--- config.mk ---
export PLATFORM = sky130hd
export DESIGN_NAME = key_tick_frontend
export DESIGN_NICKNAME = d
export VERILOG_FILES = /design/src/rtl/key_tick_frontend.sv
export SDC_FILE = /design/constraint.sdc
export NUM_CORES = 1
export LEC_CHECK = 0
export ABC_AREA = 1
export CAP_MARGIN = 20
export CORE_UTILIZATION = 55
export DETAILED_ROUTE_END_ITERATION = 16
export GPL_TIMING_DRIVEN = 0
export HOLD_SLACK_MARGIN = 0.1
export PLACE_DENSITY = 0.74
export REMOVE_ABC_BUFFERS = 1
export SLEW_MARGIN = 30
export SYNTH_ARGS = -nofsm -noshare
export SYNTH_HDL_FRONTEND = slang
export SYNTH_SLANG_ARGS = --single-unit
--- constraint.sdc ---
create_clock -name clk_1khz -period 1.7 [get_ports clk_1khz]
set_input_delay 0.17 -clock clk_1khz [delete_from_list [all_inputs] [get_ports clk_1khz]]
set_output_delay 0.17 -clock clk_1khz [all_outputs]
set_load 0.02 [all_outputs]
--- src/rtl/key_tick_frontend.sv ---
// key_tick_frontend: 1 kHz timebase strobes plus synchronised, debounced and
// optionally auto-repeating push-button front end for the digital clock.
module key_tick_frontend #(
   parameter int unsigned CLK_HZ          = 1000,
   parameter int unsigned DEBOUNCE_MS     = 20,
   parameter int unsigned REPEAT_DELAY_MS = 500,
   parameter int unsigned REPEAT_RATE_MS  = 100,
   parameter logic [2:0]  REPEAT_EN       = 3'b010,
   parameter logic [2:0]  KEY_ACTIVE_LOW  = 3'b100
) (
   input  logic       clk_1khz,
   input  logic       clr,
   input  logic       button_1,
   input  logic       button_2,
   input  logic       button_3_raw,
   output logic       tick_1hz,
   output logic       tick_4hz,
   output logic       blink,
   output logic [2:0] key_level,
   output logic [2:0] key_press,
   output logic [2:0] key_release
);

   localparam int unsigned QTR    = CLK_HZ / 4;
   localparam int          CNT_W  = (CLK_HZ > 1) ? $clog2(CLK_HZ) : 1;
   localparam int          DC_W   = $clog2(DEBOUNCE_MS) + 1;
   localparam int unsigned RC_MAX = (REPEAT_DELAY_MS > REPEAT_RATE_MS) ?
                                    REPEAT_DELAY_MS : REPEAT_RATE_MS;
   localparam int          RC_W   = $clog2(RC_MAX) + 1;

   localparam logic [CNT_W-1:0] CNT_ONE  = CNT_W'(1);
   localparam logic [CNT_W-1:0] CNT_Q1   = CNT_W'(QTR - 1);
   localparam logic [CNT_W-1:0] CNT_Q2   = CNT_W'(2 * QTR - 1);
   localparam logic [CNT_W-1:0] CNT_Q3   = CNT_W'(3 * QTR - 1);
   localparam logic [CNT_W-1:0] CNT_LAST = CNT_W'(CLK_HZ - 1);

   localparam logic [DC_W-1:0]  DC_ONE   = DC_W'(1);
   localparam logic [DC_W-1:0]  DC_TERM  = DC_W'(DEBOUNCE_MS - 1);

   localparam logic [RC_W-1:0]  RC_ONE        = RC_W'(1);
   localparam logic [RC_W-1:0]  RC_DELAY_TERM = RC_W'(REPEAT_DELAY_MS - 1);
   localparam logic [RC_W-1:0]  RC_RATE_TERM  = RC_W'(REPEAT_RATE_MS - 1);

   typedef enum logic [1:0] {ST_IDLE, ST_DELAY, ST_RPT} rpt_state_t;

   logic [CNT_W-1:0] r_cnt;
   logic [CNT_W-1:0] w_cnt_nxt;
   logic             r_tick_1hz;
   logic             r_tick_4hz;
   logic             r_blink;

   assign w_cnt_nxt = (r_cnt == CNT_LAST) ? '0 : r_cnt + CNT_ONE;

   // Strobes are registered from the next count so they are high while r_cnt
   // sits on the terminal values; blink flips as each 4 Hz strobe cycle ends.
   always_ff @(posedge clk_1khz) begin
      if (clr) begin
         r_cnt      <= '0;
         r_tick_1hz <= 1'b0;
         r_tick_4hz <= 1'b0;
         r_blink    <= 1'b0;
      end else begin
         r_cnt      <= w_cnt_nxt;
         r_tick_1hz <= (w_cnt_nxt == CNT_LAST);
         r_tick_4hz <= (w_cnt_nxt == CNT_Q1) || (w_cnt_nxt == CNT_Q2) ||
                       (w_cnt_nxt == CNT_Q3) || (w_cnt_nxt == CNT_LAST);
         if (r_tick_4hz) begin
            r_blink <= ~r_blink;
         end
      end
   end

   assign tick_1hz = r_tick_1hz;
   assign tick_4hz = r_tick_4hz;
   assign blink    = r_blink;

   logic [2:0] w_raw;
   assign w_raw = {button_3_raw, button_2, button_1} ^ KEY_ACTIVE_LOW;

   for (genvar k = 0; k < 3; k++) begin : g_key
      logic            r_sync_p0;
      logic            r_sync_p1;
      logic [DC_W-1:0] r_dc;
      logic            r_level;
      logic            r_press;
      logic            r_release;
      logic            w_flip;
      logic            w_rise;
      logic            w_fall;

      assign w_flip = (r_sync_p1 != r_level) && (r_dc == DC_TERM);
      assign w_rise = w_flip & ~r_level;
      assign w_fall = w_flip &  r_level;

      always_ff @(posedge clk_1khz) begin
         if (clr) begin
            r_sync_p0 <= 1'b0;
            r_sync_p1 <= 1'b0;
            r_dc      <= '0;
            r_level   <= 1'b0;
            r_release <= 1'b0;
         end else begin
            r_sync_p0 <= w_raw[k];
            r_sync_p1 <= r_sync_p0;
            r_release <= w_fall;
            if (r_sync_p1 == r_level) begin
               r_dc <= '0;
            end else if (w_flip) begin
               r_level <= ~r_level;
               r_dc    <= '0;
            end else begin
               r_dc <= r_dc + DC_ONE;
            end
         end
      end

      if (REPEAT_EN[k]) begin : g_rpt
         rpt_state_t      r_state;
         logic [RC_W-1:0] r_rc;

         // A debounced release always wins over a repeat at terminal count.
         always_ff @(posedge clk_1khz) begin
            if (clr) begin
               r_state <= ST_IDLE;
               r_rc    <= '0;
               r_press <= 1'b0;
            end else begin
               r_press <= w_rise;
               if (w_fall) begin
                  r_state <= ST_IDLE;
                  r_rc    <= '0;
               end else begin
                  case (r_state)
                     ST_IDLE: begin
                        if (w_rise) begin
                           r_state <= ST_DELAY;
                           r_rc    <= '0;
                        end
                     end
                     ST_DELAY: begin
                        if (r_rc == RC_DELAY_TERM) begin
                           r_press <= 1'b1;
                           r_state <= ST_RPT;
                           r_rc    <= '0;
                        end else begin
                           r_rc <= r_rc + RC_ONE;
                        end
                     end
                     ST_RPT: begin
                        if (r_rc == RC_RATE_TERM) begin
                           r_press <= 1'b1;
                           r_rc    <= '0;
                        end else begin
                           r_rc <= r_rc + RC_ONE;
                        end
                     end
                     default: begin
                        r_state <= ST_IDLE;
                        r_rc    <= '0;
                     end
                  endcase
               end
            end
         end
      end else begin : g_norpt
         always_ff @(posedge clk_1khz) begin
            if (clr) begin
               r_press <= 1'b0;
            end else begin
               r_press <= w_rise;
            end
         end
      end

      assign key_level[k]   = r_level;
      assign key_press[k]   = r_press;
      assign key_release[k] = r_release;
   end

endmodule

==> run_results.csv <==
group,metric,value,unit
run_status,status,"complete, no violations",
floorplan,dieHeight,72.89,um
power,pwr-share-comb,2.9,%
timing,max_slew_margin,68.06,%
timing,worst_slack,100.3,ps
power,power,2.738,mW
synthesis,synthArstFlopShare,0,%
cells_and_area,diodes,0,
floorplan,io_pins,17,
placement,dp_slack,-449.7,ps
worst_setup_path,crit_required,1930,ps
synthesis,synth_seq_area_share,42.01,%
worst_setup_path,critPathLaunchType,"flip-flop",
routing,first_pass_iters,4,
worst_setup_path,critPathMaxFanout,9,
power,pwr-share-seq,50.7,%
power,internal_power,2.117,mW
cells_and_area,final_cells,452,
routing,vias,2254,
global_routing,grt_max_degree,28,
synthesis,ys_warn_count,0,
global_routing,grt_pass1_vias,2030,
cells_and_area,drive_gt1_share,16.88,%
global_routing,grt_usage,20.40,%
floorplan,rows,25,
power,vdd_drop_max,520.1,uV
clocking,cts-root-buf,"clkbuf_8",
routing,viasPerCell,4.987,
cells_and_area,final_nets,395,
power,switchingPower,620.9,uW
floorplan,die_w,72.89,um
timing,layout_min_cycle_time,1600,ps
worst_setup_path,worstPathArrival,1830,ps
timing,final.setup_skew,10.14,ps
power,p_leak,1.212,nW
clocking,ctsHoldBuffers,0,
routing,wl,4905,um
power,power_frac_clock,46.3,%
placement,dpl.hpwl,3276,um
min_path,hold_class,"primary input to flip-flop",
placement,dp.cells,431,
synthesis,synth_cell_types,33,
placement,port_buffers,16,
clocking,worstSkewPairLatency,340,ps
run,maxCapViolations,0,
cells_and_area,syn_to_final_growth,16.25,%
placement,post_dp_cell_area,2899,um^2
floorplan,die_area,5313,um^2
floorplan,start_util,57.75,%
clocking,numCtsBuffers,9,
synthesis,synth_cells,361,
timing,period_share,94.10,%
floorplan,core,4786,um^2
clocking,clock_sinks,58,
clocking,cts_tree,"built",
placement,place_congestion,0.8192,
timing,final_max_slew_viol_count,0,
routing,drcViolationCount,0,
timing,setup_viol,0,
global_routing,overflow,0,
global_routing,grt_pass1_wl,8266,um
synthesis,synthFlopType,"dfxtp_1",
routing,wl_per_cell,10.85,um
clocking,clk_pin_slew,70,ps
routing,ant_nets,0,
clocking,cts_buffer_depth,2,
clocking,h-tree-depth,3,
worst_setup_path,critPathCaptureType,"flip-flop",
timing,worst_slew_pin_slew,479.1,ps
synthesis,postSynthAreaPerCell,7.656,um^2
synthesis,synth_edf_count,0,
timing,finalHoldViolations,0,
timing,fmax,0.6251,GHz
routing,drt_iter0_drc,119,
synthesis,synth.ff_latch_count,58,
worst_setup_path,path_class,"flip-flop to flip-flop",
synthesis,syn_area,2764,um^2
power,power_density,852.0,nW/um^2
cells_and_area,final_cell_area,3213,um^2
global_routing,antenna_found_initial,0,
power,swShare,22.68,%
[state kept, by name (all words and copies together), names as in the netlist]
| name | cells |
|---|---|
| g_key.r_sync_p1 | 3 |
| r_cnt | 10 |
| tick_4hz | 1 |
| g_key.r_press | 3 |
| g_key.g_rpt.r_state | 2 |
| g_key.g_rpt.r_rc | 10 |
| tick_1hz | 1 |
| g_key.r_level | 3 |
| g_key.r_release | 3 |
| g_key.r_sync_p0 | 3 |
| g_key.r_dc | 18 |
| blink | 1 |
[synthesized netlist by cell type (all sizes together) (3+ instances only)]
cell type  count  area (um^2)
nor4           5        31.28
xor2          11        96.34
dfxtp         58         1161
ha            10        125.1
nand2         68        292.8
nand4          6        37.54
nor3          11        55.05
o21ai          3        15.01
nor2          66        285.3
xnor2          6        60.06
inv           49        183.9
nand3         31        177.7
or2            5        31.29
buf           12        105.1
a21oi         16        83.83
[final cells by class]
class                      count  area, um^2
tap                           67       83.83
fill                         398        1573
timing repair buffer          20       197.7
multi-input combinational    241        1378
clock buffer                  11       141.4
inverter                      50       187.7
sequential                    58        1171
clock inverter                 5       53.80
[power groups by stage]
| stage | registers [mW] | logic [mW] | clock network (mW) |
|---|---|---|---|
| after detailed placement | 1.42 | 0.0693 | 0 |
| after global placement | 1.42 | 0.0673 | 0 |
| after global routing | 1.39 | 0.0906 | 1.34 |
| after CTS | 1.39 | 0.0691 | 1.29 |
| after floorplan | 1.42 | 0.0414 | 0 |
| final | 1.39 | 0.0802 | 1.27 |
[cell usage in the layout (no fill, tap or decap), drive strengths merged]
cell,netlist,layout
clkinv,1,5
or2,5,5
o21ai,3,3
nand2,68,69
nor3b,1,1
nor4,5,5
bufinv,0,1
inv,49,49
dfxtp,58,58
nor3,11,11
nand3b,1,1
nand3,31,31
xor2,11,11
nor2,66,66
xnor2,6,6
clkbuf,1,11
clkdlybuf4s50,0,15
ha,10,10
a21oi,16,16
nand4,6,6
buf,12,5
[worst paths after layout]
kind | slack, ps | from | depth (start not counted) | to
setup / recovery | 100 | g_key[1].g_rpt.r_rc[0] | 9 | g_key[1].g_rpt.r_rc[2]
hold / removal | 260 | clr | 2 | r_cnt[1]
setup reg to reg | 100 | g_key[1].g_rpt.r_rc[0] | 9 | g_key[1].g_rpt.r_rc[2]
hold reg to reg | 400 | g_key[0].r_sync_p0 | 2 | g_key[0].r_sync_p1
[critical path, stage by stage (launching register included)]
cell and delay [ps]:
dfxtp_1 380, ha_1 200, nor3b_2 210, nand4_1 150
nand2_1 120, nand2_1 80, nand2_1 80, nand2_2 60
nand2_4 130, nor2_1 60
[cell families after synthesis]
| group | share of synthesized area, % |
|---|---|
| flip-flops | 42.01 |
| XOR/XNOR | 5.659 |
| adder cells (fa/ha/maj) | 4.527 |
| AND/OR/NAND/NOR | 33.50 |
| AO/OA/AOI/OAI | 3.576 |
| buffers and inverters | 10.73 |
[metrics by stage]
stage	hold WS [ps]	TNS, ps	util (%)
2_1_floorplan	236.7	0	-
3_3_place_gp	388.7	-9532	60.58
3_5_place_dp	397.5	-9733	60.58
4_1_cts	325.3	0	64.71
5_1_grt	300.2	-11.57	67.14
6_report	264.4	0	67.14
[per-layer routing]
metal  up-vias  track usage, %  part of all wire, %
li1       1161               -                    -
met1      1034           23.70                   47
met2        44           34.58                   47
met3        15           4.144                  4.1
met4         0           12.42                  2.2
met5         -               0                    0
[timing repair]
action                                  in CTS  in global routing
cloned                                       0                  1
gates resized for setup                      3                 15
endpoints found under the setup margin      11                 13
pin swaps                                    0                  4
buffers inserted                             0                  4
No activity file was read; power rests on OpenSTA's default activity.
